==> src/rtl/alarm_slot_scheduler.sv <==
// alarm_slot_scheduler
// Holds NSLOT programmable BCD alarm times, flags enabled slots that match the
// current time on each minute tick, and presents one pending slot at a time to
// the alarm-check/minigame service. Ring episodes end on done, snooze or cancel
// (slot disabled while ringing).
//
// Build option: define ALARM_SNOOZE_EN to include the per-slot snooze time,
// snooze flag, snooze counter and BCD minute adder. When it is undefined,
// snooze is ignored and snooze_cnt is held at 0.
//
// Ports:
//   s2clk        system clock
//   reset        asynchronous, active-high reset
//   wr_en        one-cycle strobe, writes wr_time into slot wr_slot
//   wr_slot      target slot index
//   wr_time      BCD {Ht,Ho,Mt,Mo} alarm time
//   slot_en      per-slot enable switches
//   current      current BCD time
//   minute_tick  pulse on the first cycle of a new current value
//   snooze       one-cycle snooze request
//   done         one-cycle "minigame finished" pulse
//   alarm_time   effective time of the ringing slot, 0 when idle
//   alarm_active high while ringing
//   active_slot  index of the ringing slot, 0 when idle
//   snooze_cnt   snoozes used in the current episode
//   pending      slots matched but not yet serviced
module alarm_slot_scheduler #(
   parameter int NSLOT      = 4,
   parameter int SNOOZE_MIN = 5,
   parameter int MAX_SNOOZE = 3
) (
   input  logic        s2clk,
   input  logic        reset,
   input  logic        wr_en,
   input  logic [1:0]  wr_slot,
   input  logic [15:0] wr_time,
   input  logic [3:0]  slot_en,
   input  logic [15:0] current,
   input  logic        minute_tick,
   input  logic        snooze,
   input  logic        done,
   output logic [15:0] alarm_time,
   output logic        alarm_active,
   output logic [1:0]  active_slot,
   output logic [1:0]  snooze_cnt,
   output logic [3:0]  pending
);

   typedef enum logic {IDLE, RING} state_t;

   state_t            state, state_nxt;
   logic [15:0]       slot_time [NSLOT];
   logic [15:0]       eff_time  [NSLOT];
   logic [NSLOT-1:0]  match;
   logic [NSLOT-1:0]  service_mask;
   logic [1:0]        sel_slot;
   logic              ring_enter;
   logic              ring_clear;
   logic              snooze_take;

`ifdef ALARM_SNOOZE_EN
   logic [NSLOT-1:0]  snz_flag;
   logic [15:0]       snz_time [NSLOT];
   logic [1:0]        snz_cnt  [NSLOT];
   logic [15:0]       snooze_target;

   // Adds SNOOZE_MIN minutes to a valid BCD HH:MM, carrying into the hour and
   // wrapping hour 24 back to 00.
   function automatic logic [15:0] bcd_add_min(input logic [15:0] t);
      logic [6:0] m;
      logic [5:0] h;
      m = 7'(t[7:4]) * 7'd10 + 7'(t[3:0]) + 7'(SNOOZE_MIN);
      h = 6'(t[15:12]) * 6'd10 + 6'(t[11:8]);
      if (m >= 7'd60) begin
         m = m - 7'd60;
         h = h + 6'd1;
      end
      if (h == 6'd24) h = 6'd0;
      return {4'(h / 6'd10), 4'(h % 6'd10), 4'(m / 7'd10), 4'(m % 7'd10)};
   endfunction

   assign snooze_target = bcd_add_min(current);
`else
   logic unused_cfg;
   assign unused_cfg = ^{snooze, 7'(SNOOZE_MIN), 2'(MAX_SNOOZE)};
`endif

   // A snoozed slot rings again at its snooze time instead of its programmed time.
   always_comb begin
      for (int i = 0; i < NSLOT; i++) begin
`ifdef ALARM_SNOOZE_EN
         eff_time[i] = snz_flag[i] ? snz_time[i] : slot_time[i];
`else
         eff_time[i] = slot_time[i];
`endif
      end
   end

   // Matches are only taken on the tick; the ringing slot is excluded so it
   // cannot re-arm itself while it is being serviced.
   always_comb begin
      match = '0;
      for (int i = 0; i < NSLOT; i++) begin
         if (minute_tick && slot_en[i] && (eff_time[i] == current) &&
             !((state == RING) && (active_slot == 2'(i))))
            match[i] = 1'b1;
      end
   end

   // Lowest pending index wins when several slots are waiting.
   always_comb begin
      sel_slot = 2'd0;
      for (int i = NSLOT - 1; i >= 0; i--) begin
         if (pending[i]) sel_slot = 2'(i);
      end
   end

   // Next-state logic. done and cancel take priority over snooze.
   always_comb begin
      state_nxt   = state;
      ring_enter  = 1'b0;
      ring_clear  = 1'b0;
      snooze_take = 1'b0;
      case (state)
         IDLE: begin
            if (pending != '0) begin
               state_nxt  = RING;
               ring_enter = 1'b1;
            end
         end
         RING: begin
            if (done || !slot_en[active_slot]) begin
               ring_clear = 1'b1;
               state_nxt  = IDLE;
            end
`ifdef ALARM_SNOOZE_EN
            else if (snooze && (snz_cnt[active_slot] < 2'(MAX_SNOOZE))) begin
               snooze_take = 1'b1;
               state_nxt   = IDLE;
            end
`endif
         end
         default: state_nxt = IDLE;
      endcase
   end

   assign service_mask = (ring_clear || snooze_take) ? (NSLOT'(1) << active_slot) : '0;

   always_ff @(posedge s2clk or posedge reset) begin
      if (reset) state <= IDLE;
      else       state <= state_nxt;
   end

   // Slot storage, pending bits and the registered service-facing outputs.
   // A write on a slot lands after any snooze update so the fresh time wins.
   always_ff @(posedge s2clk or posedge reset) begin
      if (reset) begin
         for (int i = 0; i < NSLOT; i++) begin
            slot_time[i] <= 16'h0000;
`ifdef ALARM_SNOOZE_EN
            snz_time[i] <= 16'h0000;
            snz_cnt[i]  <= 2'd0;
`endif
         end
`ifdef ALARM_SNOOZE_EN
         snz_flag <= '0;
`endif
         pending      <= '0;
         alarm_time   <= 16'h0000;
         alarm_active <= 1'b0;
         active_slot  <= 2'd0;
         snooze_cnt   <= 2'd0;
      end else begin
         pending <= (pending | match) & slot_en & ~service_mask;
         for (int i = 0; i < NSLOT; i++) begin
`ifdef ALARM_SNOOZE_EN
            if (!slot_en[i] || (ring_clear && (active_slot == 2'(i)))) begin
               snz_flag[i] <= 1'b0;
               snz_cnt[i]  <= 2'd0;
            end else if (snooze_take && (active_slot == 2'(i))) begin
               snz_flag[i] <= 1'b1;
               snz_time[i] <= snooze_target;
               snz_cnt[i]  <= snz_cnt[i] + 2'd1;
            end
            if (wr_en && (wr_slot == 2'(i))) begin
               snz_flag[i] <= 1'b0;
               snz_cnt[i]  <= 2'd0;
            end
`endif
            if (wr_en && (wr_slot == 2'(i)))
               slot_time[i] <= wr_time;
         end

         if (ring_enter) begin
            alarm_active <= 1'b1;
            active_slot  <= sel_slot;
            alarm_time   <= eff_time[sel_slot];
`ifdef ALARM_SNOOZE_EN
            snooze_cnt   <= snz_cnt[sel_slot];
`endif
         end else if (ring_clear || snooze_take) begin
            alarm_active <= 1'b0;
            active_slot  <= 2'd0;
            alarm_time   <= 16'h0000;
`ifdef ALARM_SNOOZE_EN
            snooze_cnt   <= snooze_take ? (snz_cnt[active_slot] + 2'd1) : 2'd0;
`endif
         end
`ifndef ALARM_SNOOZE_EN
         snooze_cnt <= 2'd0;
`endif
      end
   end

endmodule

==> config.mk <==
export PLATFORM = sky130hd
export DESIGN_NAME = alarm_slot_scheduler
export DESIGN_NICKNAME = d
export VERILOG_FILES = /design/src/rtl/alarm_slot_scheduler.sv
export SDC_FILE = /design/constraint.sdc
export NUM_CORES = 1
export LEC_CHECK = 0
export CAP_MARGIN = 20
export CORE_MARGIN = 2
export CORE_UTILIZATION = 59
export DETAILED_ROUTE_END_ITERATION = 7
export PLACE_DENSITY = 0.95
export SLEW_MARGIN = 20
export SYNTH_ARGS = -nofsm -noshare
export SYNTH_HDL_FRONTEND = slang
export SYNTH_SLANG_ARGS = --single-unit
==> constraint.sdc <==
create_clock -name s2clk -period 7.85 [get_ports s2clk]
set_clock_uncertainty 0.1 [all_clocks]
set_input_delay 0.785 -clock s2clk [delete_from_list [all_inputs] [get_ports s2clk]]
set_output_delay 0.785 -clock s2clk [all_outputs]
set_load 0.05 [all_outputs]
* After elaboration in Yosys (flattened, before gate mapping)
Cells that the tools add are included.
** Word-level totals
- Register bits after elaboration :: 88
- Input port bits :: 44
- Logic and storage cells :: 84
** Operators by class
- Order comparisons :: 2
- Eq/ne operators :: 10
- Shift-type cells :: 1
- Multiplexer cells :: 26
- Bitwise gates (word level) :: 6
- Reductions and logical operators :: 30
** Operators with widths (number)
- $eq 16x16->1 :: 4
- $mux 16 :: 4
- $bmux 16 s2 :: 1
- $logic_and 1x1->1 :: 20
- $mux 1 :: 12
- $mux 2 :: 6
- $and 4x4->4 :: 2
- $eq 2x2->1 const B :: 4
- $logic_not 1->1 :: 5
- $eq 2x1->1 const B :: 2
- $logic_not 2->1 :: 2
- $mux 4 :: 1
- $not 4->4 :: 1
- $or 4x4->4 :: 1
- $reduce_bool 4->1 :: 1
- $shl 1x2->4 const A :: 1
- $ge 3x3->1 const B :: 1
- $lt 2x3->1 const B :: 1
- $not 2->3 :: 1
- $bmux 1 s2 :: 1
- $pmux 1 s2 :: 1
- $reduce_bool 2->1 :: 1
- $logic_or 1x1->1 :: 1
- $not 1->1 :: 1

* Longest topological paths before layout
Gate-level depths: netlist (run 1).
- Depth in word-level cells :: 9
- Mapped depth :: 7
- Gate-level depth less buffers :: 4

* Worst setup path after synthesis (run 1)
Ideal clock, no wire load.
- Path kind :: reg-to-reg
- Start point :: register active_slot[0]
- End point :: register alarm_time[0]
- Setup time :: 0.145 ns
- Arrival time :: 1.908 ns
- Required time :: 7.605 ns
- Setup slack :: 5.697 ns
- Stages on the path, launching flop included :: 8
- Buffers on the path :: 3
- Clock period less this slack :: 2.153 ns
- Cells stage by stage :: dfrtp_1 buf_6 mux4_2 a21o_1 buf_6 buf_8 nand3_2 o221ai_2
** On the way
- Longest elaborated chain between the ends :: 7
** RTL lines
- from (decl) :: line 44 : output logic [1:0] active_slot,
- from (signal assigned) :: line 196 : active_slot <= sel_slot;
- $bmux 1 s2 :: line 132 : if (done || !slot_en[active_slot]) begin
- $mux 1 (implied by the code) :: line 132
- $logic_not 1->1 :: line 132
- $logic_or 1x1->1 :: line 132
- $mux 1 :: line 132
- $mux 1 :: line 124 : case (state)
- $reduce_bool 2->1 (no line)
- to (signal assigned) :: line 197 : alarm_time <= eff_time[sel_slot];
- to (decl) :: line 42 : output logic [15:0] alarm_time,
No other way between the ends. The select of a mux whose other input is x is not followed.
A chain may end at the register's enable or synchronous reset.

* Worst setup path after layout (run 1)
- Start point :: register pending[1]
- End point :: output port pending[1]
** RTL lines
- from (decl) :: line 46 : output logic [3:0] pending
- from (signal assigned) :: line 174 : pending <= (pending | match) & slot_en & ~service_mask;
No word-level cell between the ends.

==> results of run 1 <==
[flip-flops by register name, summed over array words and instances, names as in the netlist]
register,count
active_slot,2
state,1
alarm_time,16
pending,4
alarm_active,1
eff_time,64
[synthesized netlist by cell type (2+ instances only)]
| cell type | instances | share of area, % |
|---|---|---|
| a31oi_1 | 7 | 0.95 |
| buf_2 | 7 | 0.76 |
| buf_4 | 3 | 0.49 |
| buf_6 | 3 | 0.73 |
| clkbuf_1 | 4 | 0.33 |
| dfrtp_1 | 88 | 48 |
| inv_1 | 4 | 0.33 |
| mux2_2 | 64 | 16 |
| mux2i_1 | 32 | 6.9 |
| nand2_1 | 6 | 0.49 |
| nand3_1 | 14 | 1.5 |
| nand3_2 | 7 | 1.5 |
| nand3b_1 | 2 | 0.33 |
| nor3_1 | 5 | 0.54 |
| nor4_1 | 12 | 1.6 |
| o2111a_1 | 3 | 0.73 |
| o21ai_0 | 2 | 0.22 |
| o21ai_1 | 3 | 0.33 |
| o221ai_1 | 9 | 1.7 |
| o221ai_2 | 7 | 2.3 |
| o41ai_1 | 2 | 0.38 |
| xnor2_1 | 14 | 2.7 |
| xor2_1 | 50 | 9.5 |
[worst max path at each step]
stage                         start                    endpoint  slack [ps]  depth (start not counted)
4_1_cts        pending[1]$_DFF_PP0_                  pending[1]        5210                          1
2_1_floorplan                 reset  active_slot[0]$_DFFE_PP0P_        4690                          1
5_1_grt        pending[1]$_DFF_PP0_                  pending[1]        5150                          1
3_3_place_gp             wr_slot[0]    eff_time[16]$_DFFE_PP0P_        5010                          3
6_report       pending[1]$_DFF_PP0_                  pending[1]        5200                          1
3_5_place_dp             wr_slot[0]     eff_time[8]$_DFFE_PP0P_        4930                          3
[metrics by stage]
stage,utilization (%),std cells,setup slack [ps],hold slack [ps]
final,72.8,532,5200,400
after global routing,72.8,532,5150,439
after CTS,72.8,532,5210,416
after detailed placement,69.9,516,4930,395
after global placement,69.9,516,5010,360
after floorplan,-,360,4690,421
[cell usage in the layout, fill, tap and decap left out, drive strengths merged, types with 6 or more instances in the layout]
| cell | n |
|---|---|
| nor4 | 12 |
| mux2i | 32 |
| xnor2 | 14 |
| nand2 | 6 |
| dfrtp | 88 |
| clkbuf | 10 |
| nand3 | 21 |
| mux2 | 64 |
| clkdlybuf4s50 | 65 |
| o221ai | 16 |
| a31oi | 7 |
| xor2 | 50 |
| buf | 7 |
[kinds of logic (layout without fill, tap and decap cells)]
kind of cell | Yosys count | count (layout) | synth area share [%]
muxes | 97 | 97 | 23.1
DFF | 88 | 88 | 47.7
xor gates and xnor gates | 64 | 64 | 12.2
and+or+nand+nor | 49 | 49 | 6.51
AOI/OAI and AO/OA | 38 | 38 | 7.49
buffers and inverters | 22 | 92 | 2.96
other | 1 | 2 | 0.0813
[layout make-up]
cell class	count	area (sq um)
clock buffer	10	138
clock inverter	6	82.6
fill	508	2080
inverter	4	16.3
multi-input combinational	250	2300
sequential	88	2200
tap	102	128
timing repair buffer	72	707
[metal layers]
metal  up-vias  wire length (microns)
met2       161                   5550
li1       1449                      -
met1      1610                   4590
met5         -                      0
met4         0                    271
met3        27                    867
[where the power goes]
group          switching (W)  internal, W
clock network       0.000162     0.000186
logic               0.000134     0.000136
registers          0.0000653     0.000522
==> flow_metrics.tcl, run 1 <==
set metrics [dict create \
    drv_cap 0 \
    start_util_pct 60.3 \
    vias_per_cell 6.10 \
    grt_pass1_vias 3364 \
    htree_levels 3 \
    busiest_layer "met2" \
    finalPower_w 0.00121 \
    r2r_end "alarm_time[7]$_DFFE_PP0P_" \
    area_growth_pct 20.8 \
    async_flop_share_pct 100 \
    rows 32 \
    hold_violations 0 \
    insertedDiodeCount 0 \
    regToRegSetupSlack_ps 5590 \
    antenna_found_initial 0 \
    rsz0062_at_grt "no" \
    cp_max_fo 7 \
    post_cts_resize_count 0 \
    rr_worst_depth 4 \
    grt_util_met3_pct 4.39 \
    antenna_left 0 \
    ys.flop_type "dfrtp_1" \
    critPathSlowestCell "clkdlybuf4s50_1" \
    io_pins 69 \
    root_buffer "clkbuf_8" \
    layout-drive-gt1-share_pct 24.9 \
    fin_crit_sh_pct 33.8 \
    cts_tree "yes" \
    hold_depth 2 \
    die_area_sq_um 8540 \
    crit_buf_inv 1 \
    vias 3247 \
    status "completed" \
    finalCriticalPeriod_ps 2650 \
    clockBufferDepth 2 \
    cp-start-kind "register" \
    drt_first_pass_iters 5 \
    dp_hpwl_microns 7600 \
    cts_hold_buf 0 \
    track_usage_pct 27.9 \
    setup.worst_path.class "register to primary output" \
    io_buffers 65 \
    synth-edff-count 0 \
    cts_made_buffers 9 \
    ir_drop_uv 126 \
    path_clk_slew_ps 90 \
    wirelength_microns 11300 \
    drt_iter0_markers 262 \
    synth_cell_types 34 \
    cp_data_required_time_ps 6960 \
    grt.overflow.total 0 \
    slew_headroom_pct 25.4 \
    min_from "alarm_active$_DFFE_PP0P_" \
    setup_viol 0 \
    final_area_sq_um 5570 \
    cellLeakagePower_nw 2.49 \
    use_met2_pct 45.4 \
    synth_cells 359 \
    end_kind "primary output" \
    reg2reg_from "active_slot[0]$_DFFE_PP0P_" \
    netlist_area_sq_um 4610 \
    post-cts-setup-buffers 0 \
    dieWidth_microns 92.4 \
    grt_pass1_wl_microns 18100 \
    power_density_nw_per_um2 216 \
    grt_max_degree 89 \
    synth_seq_area_share_pct 47.7 \
    drv_slew 0 \
    gr-usage-met1_pct 37.9 \
    worst_hold_path.endpoint "alarm_active$_DFFE_PP0P_" \
    core_area_sq_um 7650 \
    worstHoldPathType "register to register" \
    avgSynthCellArea_sq_um 12.8 \
    fin_nets 469 \
    clk_latency_ps 360 \
    clock.fmax_mhz 377 \
    worstMarginPinSlew_ps 1120 \
    synth_seq_cells 88 \
    crit_chain "clkdlybuf4s50_1" \
    yosys_warnings 0 \
    crit_path_max_incr_delay_ps 870 \
    cp.arrival_ps 1770 \
    drc_errors 0 \
    place_area_sq_um 5350 \
    crit_family "buffers and inverters" \
    globalplace.congestion 0.884 \
    clkSinkCount 88 \
    wl_per_cell_microns 21.2 \
    die_h_microns 92.4 \
    fin_setup_tns_ps 0 \
]
No activity file was read; power rests on OpenSTA's default activity.
==> run 2, diff against run 1 <==
Settings changed: CORE_UTILIZATION 59 to 49, PLACE_DENSITY 0.95 to 0.87.
Clock period 7.85 ns to 2.4 ns, I/O delays scaled along.
==> flow_metrics.tcl, run 2 (synthesized netlist as in run 1, its figures left out) <==
set metrics [dict create \
    status "completed" \
    die_h_microns 101 \
    vias 3260 \
    rr_worst_depth 5 \
    regToRegSetupSlack_ps 590 \
    grt_pass1_wl_microns 17900 \
    busiest_layer "met2" \
    crit_chain "clkdlybuf4s50_1" \
    cts_made_buffers 9 \
    crit_buf_inv 1 \
    drt_iter0_markers 195 \
    io_buffers 65 \
    clkSinkCount 88 \
    cp.arrival_ps 1750 \
    grt_max_degree 89 \
    hold_violations 0 \
    use_met2_pct 39.5 \
    crit_path_max_incr_delay_ps 870 \
    post_cts_resize_count 0 \
    end_kind "primary output" \
    globalplace.congestion 0.858 \
    track_usage_pct 23.6 \
    reg2reg_from "active_slot[0]$_DFFE_PP0P_" \
    post-cts-setup-buffers 0 \
    worstMarginPinSlew_ps 508 \
    cellLeakagePower_nw 2.53 \
    drv_cap 0 \
    setup_viol 0 \
    start_util_pct 50.1 \
    setup.worst_path.class "register to primary output" \
    drc_errors 0 \
    clock.fmax_mhz 478 \
    cts_tree "yes" \
    final_cell_mix "dfrtp_1 (88), clkdlybuf4s50_1 (65), mux2_2 (64), xor2_1 (50), mux2i_1 (32)" \
    wirelength_microns 11400 \
    r2r_end "alarm_time[11]$_DFFE_PP0P_" \
    cp_data_required_time_ps 2060 \
    pre_cts_slack_ps 341 \
    drt_first_pass_iters 8 \
    core_area_sq_um 9200 \
    holdWs_ps 231 \
    rows 35 \
    fin_nets 475 \
    critPathSlowestCell "clkdlybuf4s50_1" \
    layout-drive-gt1-share_pct 25.9 \
    cp-start-kind "register" \
    die_area_sq_um 10200 \
    ir_drop_uv 296 \
    wl_per_cell_microns 20.8 \
    antenna_found_initial 0 \
    dp_hpwl_microns 7930 \
    gr-usage-met1_pct 30.9 \
    worstHoldPathType "input port to asynchronous set/reset pin" \
    finalWorstSetupSlack_ps 309 \
    dp_cells 531 \
    htree_levels 3 \
    fin_setup_tns_ps 0 \
    power_density_nw_per_um2 688 \
    drv_slew 0 \
    crit_cells 1 \
    vias_per_cell 5.96 \
    io_pins 69 \
    slew_headroom_pct 66.0 \
    final_common_cell "dfrtp_1" \
    area_growth_pct 22.7 \
    rsz0062_at_grt "no" \
    fin_cells 547 \
    cts_hold_buf 0 \
    antenna_left 0 \
    cp_max_fo 7 \
    dieWidth_microns 101 \
    grt_util_met3_pct 4.92 \
    grt.overflow.total 0 \
    fin_crit_sh_pct 87.1 \
    grt_pass1_vias 3358 \
    finalCriticalPeriod_ps 2090 \
    path_clk_slew_ps 90 \
    finalPower_w 0.00389 \
    root_buffer "clkbuf_8" \
    clk_latency_ps 360 \
    clockBufferDepth 2 \
    insertedDiodeCount 0 \
    crit_family "buffers and inverters" \
    largest_reg_flops 64 \
]
==> run 2: cell count changes in the layout (fill, tap and decap cells not counted) <==
cell,change
clkinv_4,+1
buf_4,+4
bufinv_16,-1
clkbuf_8,+2
buf_12,+3
buf_6,-1
clkinv_2,-3
clkinvlp_4,+1
==> run 2: metal layers <==
metal,wire length [microns],vias up
met1,4700,1661
met4,217,0
met2,5740,115
met5,0,-
met3,737,21
li1,-,1463
==> run 2: stage by stage <==
| step | util [%] | instance area [sq um] |
|---|---|---|
| global placement | 59.2 | 5440 |
| floorplan | - | 4620 |
| finish | 61.5 | 5660 |
| CTS | 61.5 | 5660 |
| global route | 61.5 | 5660 |
| detailed placement | 59.2 | 5440 |
==> run 2: power by group <==
group,switching [W],internal [W]
clock,0.000523,0.000567
sequential,0.000211,0.00171
combinational,0.000434,0.000449
total,0.00117,0.00272
==> run 2: worst max-delay path by stage <==
stage / from / to
finish: pending[1]$_DFF_PP0_ / pending[1]
floorplan: active_slot[0]$_DFFE_PP0P_ / alarm_time[0]$_DFFE_PP0P_
global route: active_slot[1]$_DFFE_PP0P_ / active_slot[1]
CTS: pending[1]$_DFF_PP0_ / pending[1]
detailed placement: slot_en[2] / alarm_time[11]$_DFFE_PP0P_
global placement: slot_en[3] / alarm_time[10]$_DFFE_PP0P_
==> run 2: layout make-up <==
cell class,instances,area [sq um]
Fill cell,721,3540
Clock inverter,4,51.3
Tap cell,111,139
Timing Repair Buffer,78,786
Sequential cell,88,2200
Multi-Input combinational cell,250,2300
Inverter,4,18.8
Clock buffer,12,165
==> run 2: worst min-delay path: stages <==
cell and delay [ps]:
clkdlybuf4s50_1 440, clkinvlp_4 90, buf_12 350
